[config.mk]
export PLATFORM = sky130hd
export DESIGN_NAME = uart_tx_port
export DESIGN_NICKNAME = d
export VERILOG_FILES = /design/src/rtl/uart_tx_port.sv
export SDC_FILE = /design/constraint.sdc
export NUM_CORES = 1
export LEC_CHECK = 0
export CORE_ASPECT_RATIO = 1.2
export CORE_MARGIN = 2
export CORE_UTILIZATION = 30
export CTS_CLUSTER_SIZE = 28
export DETAILED_ROUTE_END_ITERATION = 16
export GPL_ROUTABILITY_DRIVEN = 0
export GPL_TIMING_DRIVEN = 0
export SLEW_MARGIN = 20
export SYNTH_ARGS = -nofsm -noshare
export SYNTH_HDL_FRONTEND = slang
export SYNTH_SLANG_ARGS = --single-unit
[constraint.sdc]
create_clock -name clk -period 3.3 [get_ports clk]
set_input_delay 0.33 -clock clk [delete_from_list [all_inputs] [get_ports clk]]
set_output_delay 0.33 -clock clk [all_outputs]
set_load 0.1 [all_outputs]
[src/rtl/uart_tx_port.sv]
// ---------------------------------------------------------------------------
// uart_tx_port
//
// Memory-mapped UART transmitter that sits beside data_memory in the MEM
// stage. Stores to DATA_ADDR push a byte into a small TX FIFO. Loads from
// STATUS_ADDR report the FIFO and transmitter state. A serializer drains the
// FIFO onto an 8N1 line so software gets a simple byte-stream console.
//
// Parameters
//   BAUD_DIV     clk cycles per UART bit (>= 2)
//   FIFO_DEPTH   TX FIFO entries (power of 2, >= 2)
//   DATA_ADDR    byte-push register (write-only, reads return 0)
//   STATUS_ADDR  status register (read; writing bit 3 clears overflow)
//
// Ports
//   clk           system clock, all state changes on the rising edge
//   reset         synchronous, active-low reset
//   write_enable  MEM-stage store strobe
//   read_enable   MEM-stage load strobe
//   address       MEM-stage byte address
//   write_data    store data ([7:0] at DATA_ADDR, [3] at STATUS_ADDR)
//   hit           address decodes to one of this block's registers
//   read_data     combinational load data {28'b0, overflow, tx_busy, empty, full}
//   tx            serial line, idle high, driven from a register
//   tx_busy       high while a frame is on the line
// ---------------------------------------------------------------------------
module uart_tx_port #(
  parameter int unsigned BAUD_DIV    = 434,
  parameter int unsigned FIFO_DEPTH  = 8,
  parameter logic [31:0] DATA_ADDR   = 32'h1001_0024,
  parameter logic [31:0] STATUS_ADDR = 32'h1001_0028
) (
  input  logic        clk,
  input  logic        reset,
  input  logic        write_enable,
  input  logic        read_enable,
  input  logic [31:0] address,
  input  logic [31:0] write_data,
  output logic        hit,
  output logic [31:0] read_data,
  output logic        tx,
  output logic        tx_busy
);

  localparam int PTR_W  = $clog2(FIFO_DEPTH);
  localparam int CNT_W  = PTR_W + 1;
  localparam int BAUD_W = $clog2(BAUD_DIV);

  localparam logic [CNT_W-1:0]  DEPTH_VAL = CNT_W'(FIFO_DEPTH);
  localparam logic [BAUD_W-1:0] BAUD_LAST = BAUD_W'(BAUD_DIV - 1);

  typedef enum logic [1:0] {
    IDLE,
    START,
    DATA,
    STOP
  } state_t;

  state_t            state;
  logic [BAUD_W-1:0] baud_cnt;
  logic [2:0]        bit_idx;
  logic [7:0]        shift_reg;

  logic [7:0]        fifo_mem [FIFO_DEPTH];
  logic [PTR_W-1:0]  wr_ptr;
  logic [PTR_W-1:0]  rd_ptr;
  logic [CNT_W-1:0]  count;
  logic              overflow;

  logic data_sel;
  logic status_sel;
  logic push_req;
  logic clear_req;
  logic push_ok;
  logic drop;
  logic pop;
  logic empty;
  logic full;
  logic baud_last;

  // Only the low byte of a store carries payload; the upper bits are
  // deliberately ignored and folded here so they are visibly accounted for.
  logic unused_bits;
  assign unused_bits = ^write_data[31:8];

  // Address decode and bus strobes. hit is purely a function of the
  // address so the MEM stage can steer its load mux in the same cycle.
  assign data_sel   = (address == DATA_ADDR);
  assign status_sel = (address == STATUS_ADDR);
  assign hit        = data_sel || status_sel;
  assign push_req   = write_enable && data_sel;
  assign clear_req  = write_enable && status_sel && write_data[3];

  // FIFO occupancy flags come straight from the registered count, which
  // is what makes a byte pushed into an empty FIFO invisible to the
  // serializer until the following cycle.
  assign empty     = (count == '0);
  assign full      = (count == DEPTH_VAL);
  assign baud_last = (baud_cnt == BAUD_LAST);
  assign tx_busy   = (state != IDLE);

  // The serializer takes a byte either when it is idle or on the very last
  // cycle of a stop bit, which is what chains frames with no idle gap.
  // A push while full still succeeds if that same cycle frees a slot.
  always_comb begin
    pop     = 1'b0;
    push_ok = 1'b0;
    drop    = 1'b0;
    if (!empty) begin
      if (state == IDLE) begin
        pop = 1'b1;
      end else if (state == STOP && baud_last) begin
        pop = 1'b1;
      end
    end
    if (push_req) begin
      if (!full || pop) begin
        push_ok = 1'b1;
      end else begin
        drop = 1'b1;
      end
    end
  end

  // Load data is combinational so the pipeline can capture it into MEM/WB
  // on the same edge as a normal RAM read. Anything other than a status
  // load returns zero, including loads from the write-only data register.
  always_comb begin
    read_data = 32'b0;
    if (read_enable && status_sel) begin
      read_data = {28'b0, overflow, tx_busy, empty, full};
    end
  end

  // FIFO storage. The array is not reset: the pointers and count define
  // which entries are meaningful, so stale contents are never observed.
  // When a push and a pop hit the same slot in a full FIFO, the pop reads
  // the old byte because both sides use the pre-edge value.
  always_ff @(posedge clk) begin
    if (reset && push_ok) begin
      fifo_mem[wr_ptr] <= write_data[7:0];
    end
  end

  // FIFO bookkeeping. Pointers wrap naturally because the depth is a power
  // of two. A simultaneous push and pop leaves the count alone. The
  // overflow flag is sticky; a drop in the same cycle as a clear wins so
  // software never loses evidence of a lost byte.
  always_ff @(posedge clk) begin
    if (!reset) begin
      wr_ptr   <= '0;
      rd_ptr   <= '0;
      count    <= '0;
      overflow <= 1'b0;
    end else begin
      if (push_ok) begin
        wr_ptr <= wr_ptr + PTR_W'(1);
      end
      if (pop) begin
        rd_ptr <= rd_ptr + PTR_W'(1);
      end
      case ({push_ok, pop})
        2'b10:   count <= count + CNT_W'(1);
        2'b01:   count <= count - CNT_W'(1);
        default: count <= count;
      endcase
      if (drop) begin
        overflow <= 1'b1;
      end else if (clear_req) begin
        overflow <= 1'b0;
      end
    end
  end

  // Serializer state machine. tx is registered from the current state, so
  // the line follows the state with one cycle of latency and never
  // glitches. Each bit period is BAUD_DIV cycles; data goes out LSB first
  // by shifting right at the end of every data bit. A reset mid-frame
  // drops everything and forces the line high on the next edge.
  always_ff @(posedge clk) begin
    if (!reset) begin
      state     <= IDLE;
      baud_cnt  <= '0;
      bit_idx   <= 3'd0;
      shift_reg <= 8'h00;
      tx        <= 1'b1;
    end else begin
      case (state)
        IDLE: begin
          tx <= 1'b1;
          if (pop) begin
            shift_reg <= fifo_mem[rd_ptr];
            baud_cnt  <= '0;
            state     <= START;
          end
        end

        START: begin
          tx <= 1'b0;
          if (baud_last) begin
            baud_cnt <= '0;
            bit_idx  <= 3'd0;
            state    <= DATA;
          end else begin
            baud_cnt <= baud_cnt + BAUD_W'(1);
          end
        end

        DATA: begin
          tx <= shift_reg[0];
          if (baud_last) begin
            baud_cnt  <= '0;
            shift_reg <= {1'b0, shift_reg[7:1]};
            if (bit_idx == 3'd7) begin
              state <= STOP;
            end else begin
              bit_idx <= bit_idx + 3'd1;
            end
          end else begin
            baud_cnt <= baud_cnt + BAUD_W'(1);
          end
        end

        STOP: begin
          tx <= 1'b1;
          if (baud_last) begin
            baud_cnt <= '0;
            if (pop) begin
              shift_reg <= fifo_mem[rd_ptr];
              state     <= START;
            end else begin
              state <= IDLE;
            end
          end else begin
            baud_cnt <= baud_cnt + BAUD_W'(1);
          end
        end

        default: begin
          tx    <= 1'b1;
          state <= IDLE;
        end
      endcase
    end
  end

endmodule

After elaboration in Yosys (flattened, before gate mapping)
Memory sizes are Yosys's and may differ from the RTL's. A register that Yosys moved wholly into a read port is not among the register bits.
Cells that the tools add are included.
{"block": "totals", "regBits": 34, "ram_bits": 64, "inputBits": 68, "out_inout_bits": 35, "word_cells": 87, "mem_count": 1}
{"block": "classes", "add_sub_neg": 6, "n_eq_ne": 16, "mux": 34, "reduce_logical": 21}
{"memory": "fifo_mem", "words": 8, "width": 8, "read_ports": 1, "rd_clocked_by_memory_dff": 1, "write_ports": 1, "line_no": "64", "source": "logic [7:0] fifo_mem [FIFO_DEPTH];"}
{"op": "32-bit by 29-bit == test with 1-bit output, second input constant", "n": 2}
{"op": "8-bit two-way mux", "n": 3}
{"op": "8-bit case mux with 3 select lines", "n": 1}
{"op": "9-bit two-way mux", "n": 2}
{"op": "9-bit case mux with 2 select lines", "n": 1}
{"op": "3-bit two-way mux", "n": 5}
{"op": "1-bit two-way mux", "n": 12}
{"op": "2-bit inequality test, second input constant", "n": 6}
{"op": "2-bit two-way mux", "n": 5}
{"op": "3-bit by 1-bit adder with 3-bit output, second input constant", "n": 3}
{"op": "9-bit by 1-bit adder with 9-bit output, second input constant", "n": 1}
{"op": "9-bit == test, second input constant", "n": 1}
{"op": "2-bit case mux with 4 select lines", "n": 1}
{"op": "4-bit case mux with 2 select lines", "n": 1}
{"op": "2-bit nonzero test", "n": 4}
{"op": "2-bit == test, second input constant", "n": 3}
{"op": "1-bit logical AND", "n": 6}
{"op": "3-bit case mux with 2 select lines", "n": 1}
{"op": "5-bit AND reduction", "n": 1}
{"op": "4-bit by 1-bit adder with 4-bit output, second input constant", "n": 1}
{"op": "2-bit by 1-bit == test with 1-bit output, second input constant", "n": 2}
{"op": "4-bit == test, second input constant", "n": 1}
{"op": "4-bit logical NOT", "n": 1}
{"op": "4-bit two-way mux", "n": 1}
{"op": "11 further kinds", "n": 12}

Longest topological paths before layout
Gate-level depths: netlist (run 1).
{"block": "logic_depth", "depth_word": 11, "ltp_mapped": 13, "depth_no_buf": 13}

Worst setup path before layout (run 1)
OpenSTA, ideal clock, no wires.
{"block": "synth_path", "path_kind": "input port to output port", "start": "in address[26]", "end": "out hit", "t_arrival_ps": 2903, "required_ps": 2970, "path_slack_ps": 67, "stages": 3, "path_buffers": 0, "cell_sequence": "nor4b_1 > nand4_1 > nor3_1"}
{"block": "synth_between", "elab_chain_len": 2, "word_cells_on_any_way": 3, "classes_between": "eq/ne (2); reduce/logical (1)"}
{"item": "start, declared", "line_no": "37", "source": "input logic [31:0] address,"}
{"item": "32-bit by 29-bit == test with 1-bit output (on tied branches)", "line_no": "88, 89"}
{"item": "1-bit logical OR (*)", "line_no": "90", "source": "assign hit = data_sel || status_sel;"}
{"item": "end, declared", "line_no": "39", "source": "output logic hit,"}
Every way passes the cells marked *; elsewhere a longest branch is shown, timed or not.

Worst setup path in the final report (run 1)
{"block": "layout_path", "start": "reg count[0]", "end": "reg count[3]"}
{"block": "layout_between", "elab_chain_len": 7, "word_cells_on_any_way": 13, "classes_between": "add/sub (2); eq/ne (3); mux (4); reduce/logical (4)"}
{"item": "start, declared", "line_no": "67", "source": "logic [CNT_W-1:0] count;"}
{"item": "start signal, assigned", "line_no": "163", "source": "2'b10: count <= count + CNT_W'(1);"}
{"item": "start signal, assigned", "line_no": "164", "source": "2'b01: count <= count - CNT_W'(1);"}
{"item": "start signal, assigned", "line_no": "165", "source": "default: count <= count;"}
{"item": "4-bit == test / 4-bit logical NOT (equally long branches)", "line_no": "98, 97"}
{"item": "1-bit logical NOT / 1-bit two-way mux (equally long branches)", "line_no": "117, 109"}
{"item": "1-bit logical OR", "line_no": "117", "source": "if (!full || pop) begin"}
{"item": "1-bit two-way mux", "line_no": "117"}
{"item": "1-bit two-way mux", "line_no": "116", "source": "if (push_req) begin"}
{"item": "2-bit by 1-bit == test with 1-bit output / 2-bit == test (equally long branches)", "line_no": "162", "source": "case ({push_ok, pop})"}
{"item": "4-bit case mux with 2 select lines / 2-bit nonzero test (equally long branches)"}
Several ways; a longest one is shown, not always the timed one.
A chain may end at the register's enable or synchronous reset.

==> metrics.log, run 1 <==
[metrics] status: completed
[metrics] setup repair after global routing missed its margin: no
[metrics] share of post-route cells with drive strength above 1: 18.1%
[metrics] cell with the most instances after synthesis: sky130_fd_sc_hd__edfxtp_1
[metrics] ranking of synthesized cells by area: sky130_fd_sc_hd__edfxtp_1 (40%), sky130_fd_sc_hd__dfxtp_1 (16%), sky130_fd_sc_hd__mux4_2 (7.5%)
[metrics] Worst Setup Start Kind: register
[metrics] cells after synthesis: 390
[metrics] cts-stage hold buffer count: 0
[metrics] DR DRC count: 0
[metrics] share of the synthesized area in the top cell type: 40.2%
[metrics] maximum ir drop on the vdd rail: 0.336 mV
[metrics] number of DRC markers in iteration 0: 117
[metrics] clock slew at reported path FFs: 0.08 ns
[metrics] r2r setup slk: 0.25 ns
[metrics] Pins Over Slew Limit: 0
[metrics] total area of sequential cells: 0.00266 mm2
[metrics] classification of the worst-slack hold path: reg -> reg
[metrics] all-layer global routing usage: 12.5%
[metrics] RR Endpoint: count[3]
[metrics] post-cts gate resize count: 4
[metrics] Final HPWL DP: 7630 um
[metrics] post-synthesis register bit count: 101
[metrics] number of flops mapped to enable cells by yosys: 64
[metrics] sink of the worst hold path: shift_reg[4]
[metrics] vias after detailed routing: 3273
[metrics] H-tree depth: 3
[metrics] Hold Violations, Final: 0
[metrics] Reg2Reg Launch Point: count[0]
[metrics] worst path required time: 3.54 ns
[metrics] starting utilization of the core area: 30.7%
[metrics] number of buffers on the longest clock path: 2
[metrics] post-synthesis sequential area ratio: 55.8%
[metrics] achievable clock frequency: 328 MHz
[metrics] Worst Skew: 0.00863 ns
[metrics] PD cells: 671 mW/mm2
[metrics] synth cell count leaders: sky130_fd_sc_hd__edfxtp_1 (64), sky130_fd_sc_hd__dfxtp_1 (37), sky130_fd_sc_hd__nor2_1 (35)
[metrics] overall overflow remaining after global route: 0
[metrics] initial antenna violation count: 0
[metrics] number of diodes added for antenna fixing: 0
[metrics] worst-skew pair later-pin latency: 0.34 ns
[metrics] Worst Min Path Start: shift_reg[4]
[metrics] buffers inserted by post-CTS timing repair: 0
[metrics] Setup Viol. Count Final: 0
[metrics] via count of the first global-routing pass: 3320
[metrics] sinks on the clock net: 101
[metrics] height of the die: 142 um
[metrics] Total Nets Final: 564
[metrics] final sum of negative setup slack: 0 ns
[metrics] Core Rows: 50
[metrics] clk root buf: sky130_fd_sc_hd__clkbuf_16
[metrics] flip-flop count of the largest register, all copies and words added: 64
[metrics] Inserted Clock Buffers: 9
[metrics] Most used DFF post-synth: sky130_fd_sc_hd__edfxtp_1
[metrics] pin count of the biggest net entering global routing: 20
[metrics] fill cell total of the finished layout: 1503
[metrics] wire length per cell after detailed routing: 14.7 um
[metrics] core area: 0.0156 mm2
[metrics] via-per-instance ratio: 4.71
[metrics] share of synthesized flip-flops with an asynchronous set or reset: 0%
[metrics] post-synth design cell area: 0.00478 mm2
[metrics] number of max-capacitance violations reported: 0
[metrics] crit share post-route: 92.5%
[metrics] count of buffers from port buffering: 50
[metrics] total die area: 0.0169 mm2
[metrics] total area of multi-input combinational cells: 0.00193 mm2
[metrics] top-level I/O count: 103
[metrics] Arr. time, crit path: 3.29 ns
[metrics] Worst Hold Margin: 0.479 ns
[metrics] highest fanout seen on the critical path: 6
[metrics] Slew headroom: 28.8%
[metrics] global-route wire length before repair: 16500 um
[metrics] width of the chip: 119 um
[metrics] worst hold stages: 2
[metrics] layout-stage area growth over the synthesis result: 25.5%
[metrics] static leakage: 0.00214 uW
[metrics] average cell area after synthesis: 12.2 um2
[metrics] startpoint-to-endpoint class of the critical path: reg -> reg
[metrics] Worst-Margin Slew: 1.06 ns
[metrics] Total Routed Length: 10200 um
[metrics] length in cells of the worst reg-to-reg path: 10
[metrics] number of nets with antenna violations after detailed routing: 0
[metrics] detailed-routing iteration count for the pre-antenna-repair pass: 4
[metrics] minimum clock period: 3.05 ns
[metrics] most area-hungry cell type in the Yosys netlist: sky130_fd_sc_hd__edfxtp_1
[metrics] clock tree from TritonCTS: built
[metrics] library cells used by synthesis: 54
[metrics] Synth Warn #: 0
[metrics] element type at the critical path end: register
## final cells by class
cell class / instances / share of cell area, %
flip-flops and latches: 101 / 44.4
clock inverters: 7 / 1.11
multi-input cells: 262 / 32.3
clock buffers: 9 / 3.76
repair buffers: 54 / 8.77
inverters: 10 / 0.626
well taps: 208 / 4.34
plain buffers: 44 / 4.72
## worst max path at each step
stage	startpoint	to	slack (ns)	cells after the start
finish	count[0]	count[3]	0.25	10
global route	address[1]	read_data[3]	0.03	7
CTS	baud_cnt[6]	count[3]	0.03	12
detailed placement	address[29]	read_data[1]	-0.03	7
global placement	address[26]	fifo_mem[0][2]	-0.35	6
floorplan	address[26]	hit	0.07	3
## per-stage QoR
stage                     power [uW]  util (%)  std cells  instance area [um2]  setup slack [ns]
after floorplan                 2660         -        417                 4880            0.0670
after global placement          2970      36.2        675                 5640            -0.351
after detailed placement        3010      36.6        679                 5700           -0.0279
after CTS                       4050      38.4        695                 5980            0.0272
after global routing            4240      38.5        695                 5990            0.0255
final                           4020      38.5        695                 5990             0.248
## cell families after synthesis
logic type	after synthesis	share of synthesized area (%)
flops	101	55.8
fa+ha+maj	14	3.83
other cells	1	0.0785
mux	28	10.1
xor+xnor	5	0.917
compound gates	64	8.86
simple gates	123	13.8
buf+inv	54	6.71
## worst max-delay path, cell delays in order (launching register included)
cell and delay [ns]:
sky130_fd_sc_hd__dfxtp_1 0.37, sky130_fd_sc_hd__nor4_1 0.91, sky130_fd_sc_hd__nor2_2 0.23, sky130_fd_sc_hd__nand2_1 0.22
sky130_fd_sc_hd__inv_1 0.08, sky130_fd_sc_hd__ha_1 0.27, sky130_fd_sc_hd__a21o_1 0.17, sky130_fd_sc_hd__a21o_1 0.19
sky130_fd_sc_hd__o211a_1 0.11, sky130_fd_sc_hd__mux2_2 0.28, sky130_fd_sc_hd__mux2i_1 0.12
## metal layers
layer / vias up / routed length (um) / track usage [%] / share of wire, %
met1: 1589 / 4310 / 14.1 / 42
li1: 1604 / - / - / -
met5: - / 0 / 0 / 0
met4: 0 / 148 / 4.82 / 1.4
met3: 10 / 369 / 2.16 / 3.6
met2: 70 / 5380 / 23.2 / 53
## layout by cell type, fill, tap and decap left out, types with 3 or more instances in the layout
cell / count
sky130_fd_sc_hd__edfxtp_1: 64
sky130_fd_sc_hd__clkdlybuf4s50_1: 46
sky130_fd_sc_hd__dfxtp_1: 37
sky130_fd_sc_hd__nor2_1: 34
sky130_fd_sc_hd__buf_4: 32
sky130_fd_sc_hd__conb_1: 28
sky130_fd_sc_hd__a21oi_1: 22
sky130_fd_sc_hd__nand3_1: 18
sky130_fd_sc_hd__o21ai_0: 16
sky130_fd_sc_hd__mux4_2: 16
sky130_fd_sc_hd__nand2_1: 15
sky130_fd_sc_hd__ha_1: 13
sky130_fd_sc_hd__mux2i_1: 11
sky130_fd_sc_hd__inv_1: 10
sky130_fd_sc_hd__clkbuf_1: 9
sky130_fd_sc_hd__clkbuf_16: 9
sky130_fd_sc_hd__and3_1: 6
sky130_fd_sc_hd__nor3_2: 6
sky130_fd_sc_hd__nand2b_1: 6
sky130_fd_sc_hd__nor4_1: 5
sky130_fd_sc_hd__nand3b_1: 5
sky130_fd_sc_hd__a31oi_1: 4
sky130_fd_sc_hd__nand4_1: 4
sky130_fd_sc_hd__nor3_1: 4
sky130_fd_sc_hd__buf_2: 4
sky130_fd_sc_hd__xnor2_1: 4
sky130_fd_sc_hd__nor3b_1: 4
sky130_fd_sc_hd__dlygate4sd2_1: 4
sky130_fd_sc_hd__and4_1: 3
sky130_fd_sc_hd__nor4b_1: 3
sky130_fd_sc_hd__a21o_1: 3
sky130_fd_sc_hd__inv_8: 3
## power by group
group	internal [uW]	total, uW	switching [uW]	leakage [uW]
clock network	532	1030	502	0.000138
registers	1420	1480	59.2	0.000876
logic	555	1500	948	0.00113
total	2510	4020	1510	0.00214
(Power assumes the default switching activity.)
==> run 2, diff against run 1 <==
Settings changed: SLEW_MARGIN 20 to unset.
==> metrics.log, run 2 (synthesized netlist as in run 1, its figures left out) <==
[metrics] status: completed
[metrics] end point of the critical path: hit
[metrics] Slew headroom: 31.3% (+2.5 points)
[metrics] r2r setup slk: 0.30 ns (+0.05 ns)
[metrics] share of post-route cells with drive strength above 1: 17.2% (-0.89 points)
[metrics] cts-stage hold buffer count: 0 (unchanged)
[metrics] core area: 0.0156 mm2 (unchanged)
[metrics] PD cells: 690 mW/mm2 (+2.9%)
[metrics] clock slew at reported path FFs: 0.07 ns (about the same)
[metrics] Total Nets Final: 560 (-0.71%)
[metrics] internal power component: 2660 uW (+5.8%)
[metrics] setup slack after layout: 0.269 ns (+0.0206 ns)
[metrics] minimum clock period: 3.03 ns (-0.0206 ns)
[metrics] Final HPWL DP: 7360 um (-3.5%)
[metrics] crit share post-route: 91.8% (-0.62 points)
[metrics] Total Routed Length: 10100 um (-1.4%)
[metrics] Pins Over Slew Limit: 0 (unchanged)
[metrics] vias after detailed routing: 3263 (-0.31%)
[metrics] worst path required time: 2.97 ns (-0.57 ns)
[metrics] Setup Viol. Count Final: 0 (unchanged)
[metrics] most frequent cells in the layout: sky130_fd_sc_hd__edfxtp_1 (64), sky130_fd_sc_hd__clkdlybuf4s50_1 (46), sky130_fd_sc_hd__dfxtp_1 (37), sky130_fd_sc_hd__nor2_1 (34)
[metrics] clock group share of total power: 27.9% (+2.2 points)
[metrics] all-layer global routing usage: 12.5% (+0.078 points)
[metrics] Reg2Reg Launch Point: count[0]
[metrics] number of max-capacitance violations reported: 0 (unchanged)
[metrics] top-level I/O count: 103 (unchanged)
[metrics] CP startpoint: address[26]
[metrics] fin area: 0.00600 mm2 (+0.15%)
[metrics] Area after DPL: 0.00566 mm2 (-0.70%)
[metrics] height of the die: 142 um (unchanged)
[metrics] static leakage: 0.00214 uW (about the same)
[metrics] RR Endpoint: count[3]
[metrics] starting utilization of the core area: 30.7% (unchanged)
[metrics] DR DRC count: 0 (unchanged)
[metrics] total die area: 0.0169 mm2 (unchanged)
[metrics] total area of sequential cells: 0.00266 mm2 (unchanged)
[metrics] width of the chip: 119 um (unchanged)
[metrics] fill cell total of the finished layout: 1518 (+1.0%)
[metrics] detailed-routing iteration count for the pre-antenna-repair pass: 4 (unchanged)
[metrics] achievable clock frequency: 330 MHz (+0.68%)
[metrics] number of DRC markers in iteration 0: 129 (+10%)
[metrics] clk root buf: sky130_fd_sc_hd__clkbuf_16
[metrics] via count of the first global-routing pass: 3323 (+0.090%)
[metrics] length in cells of the worst reg-to-reg path: 10 (unchanged)
[metrics] initial antenna violation count: 0 (unchanged)
[metrics] Core Rows: 50 (unchanged)
[metrics] Worst Skew: 0.00859 ns (-0.0000449 ns)
[metrics] classification of the worst-slack hold path: reg -> reg
[metrics] total area of multi-input combinational cells: 0.00193 mm2 (unchanged)
[metrics] wire length per cell after detailed routing: 14.6 um (-0.84%)
[metrics] sequential cell fraction of total power: 35.8% (-1.1 points)
[metrics] fraction of power spent switching nets: 35.9% (-1.7 points)
[metrics] setup repair after global routing missed its margin: no
[metrics] worst hold stages: 2 (unchanged)
[metrics] number of diodes added for antenna fixing: 0 (unchanged)
[metrics] most common cell after layout, fill and taps aside: sky130_fd_sc_hd__edfxtp_1
[metrics] worst-skew pair later-pin latency: 0.35 ns (about the same)
[metrics] via-per-instance ratio: 4.72 (+0.27%)
[metrics] maximum ir drop on the vdd rail: 0.500 mV (+49%)
[metrics] Worst Setup Start Kind: input port
[metrics] number of buffers on the longest clock path: 2 (unchanged)
[metrics] Worst Hold Margin: 0.480 ns (+0.000911 ns)
[metrics] Worst-Margin Slew: 1.02 ns (-0.0368 ns)
[metrics] buffers inserted by post-CTS timing repair: 0 (unchanged)
[metrics] highest fanout seen on the critical path: 2 (-4)
[metrics] clock tree from TritonCTS: built
[metrics] switching power summed over all nets: 1490 uW (-1.6%)
[metrics] global-route wire length before repair: 16500 um (about the same)
[metrics] Hold Violations, Final: 0 (unchanged)
[metrics] element type at the critical path end: output port
[metrics] H-tree depth: 3 (unchanged)
[metrics] Inserted Clock Buffers: 9 (unchanged)
[metrics] number of nets with antenna violations after detailed routing: 0 (unchanged)
[metrics] flip-flop count of the largest register, all copies and words added: 64 (unchanged)
[metrics] count of buffers from port buffering: 50 (unchanged)
[metrics] layout-stage area growth over the synthesis result: 25.7%
[metrics] sinks on the clock net: 101 (unchanged)
[metrics] overall overflow remaining after global route: 0 (unchanged)
[metrics] pin count of the biggest net entering global routing: 19 (-5.0%)
[metrics] worst setup slack before clock tree synthesis: -0.326 ns (-0.298 ns)
[metrics] relative contribution of combinational cells to total power: 36.3% (-1.1 points)
[metrics] total power: 4140 uW (+3.0%)
[metrics] Arr. time, crit path: 2.70 ns (-0.59 ns)
[metrics] startpoint-to-endpoint class of the critical path: in -> out
[run 2: cell types whose count changed in the layout (fill, tap and decap cells not counted)]
cell | previous run | this run
sky130_fd_sc_hd__bufinv_16 | 0 | 2
sky130_fd_sc_hd__clkinv_1 | 0 | 1
sky130_fd_sc_hd__clkinv_4 | 1 | 0
sky130_fd_sc_hd__clkinvlp_4 | 2 | 1
sky130_fd_sc_hd__inv_6 | 1 | 0
sky130_fd_sc_hd__buf_4 | 32 | 28
[run 2: critical path, cell delays in order]
cell and delay [ns]:
sky130_fd_sc_hd__clkdlybuf4s50_1 0.40, sky130_fd_sc_hd__nor4b_1 0.41, sky130_fd_sc_hd__nand4_1 0.18, sky130_fd_sc_hd__nor3_1 0.22, sky130_fd_sc_hd__clkdlybuf4s50_1 1.17
[run 2: final cells by class]
cell class	instances	area share, %
Clock inverter	7	1.75
Tap cell	208	4.34
Clock buffer	9	3.75
Inverter	10	0.625
Timing Repair Buffer	50	8.26
Multi-Input combinational cell	262	32.2
Buffer	44	4.71
Sequential cell	101	44.4
[run 2: timing repair]
action                     CTS  global route
setup endpoints to repair   13             1
resized for setup            6             1
hold endpoints to repair     0             0
[run 2: how the worst min path moves through the flow]
stage,from,endpoint,slack [ns]
2_1_floorplan,write_data[0],fifo_mem[0][0],0.43
3_3_place_gp,shift_reg[0],shift_reg[0],0.46
3_5_place_dp,shift_reg[4],shift_reg[4],0.47
4_1_cts,shift_reg[4],shift_reg[4],0.48
5_1_grt,shift_reg[1],shift_reg[1],0.50
6_report,shift_reg[4],shift_reg[4],0.48
[run 2: per-stage QoR]
stage	utilization, %	instances	setup TNS [ns]
2_1_floorplan	-	417	0
3_3_place_gp	36.2	675	-12.29
3_5_place_dp	36.3	675	-4.39
4_1_cts	38.5	691	0
5_1_grt	38.5	691	0
6_report	38.5	691	0
[run 2: power by group through the flow]
stage	clock network (uW)	logic (uW)	registers, uW
finish	1160	1500	1480
detailed placement	0	1510	1510
floorplan	0	1120	1540
CTS	1190	1510	1480
global route	1240	1650	1490
global placement	0	1470	1510
[run 2: per-layer routing]
layer  part of all wire, %  track usage [%]
met1                    41             14.1
met2                    53             22.8
met3                   4.3             3.41
met4                   1.3             4.20
met5                     0                0
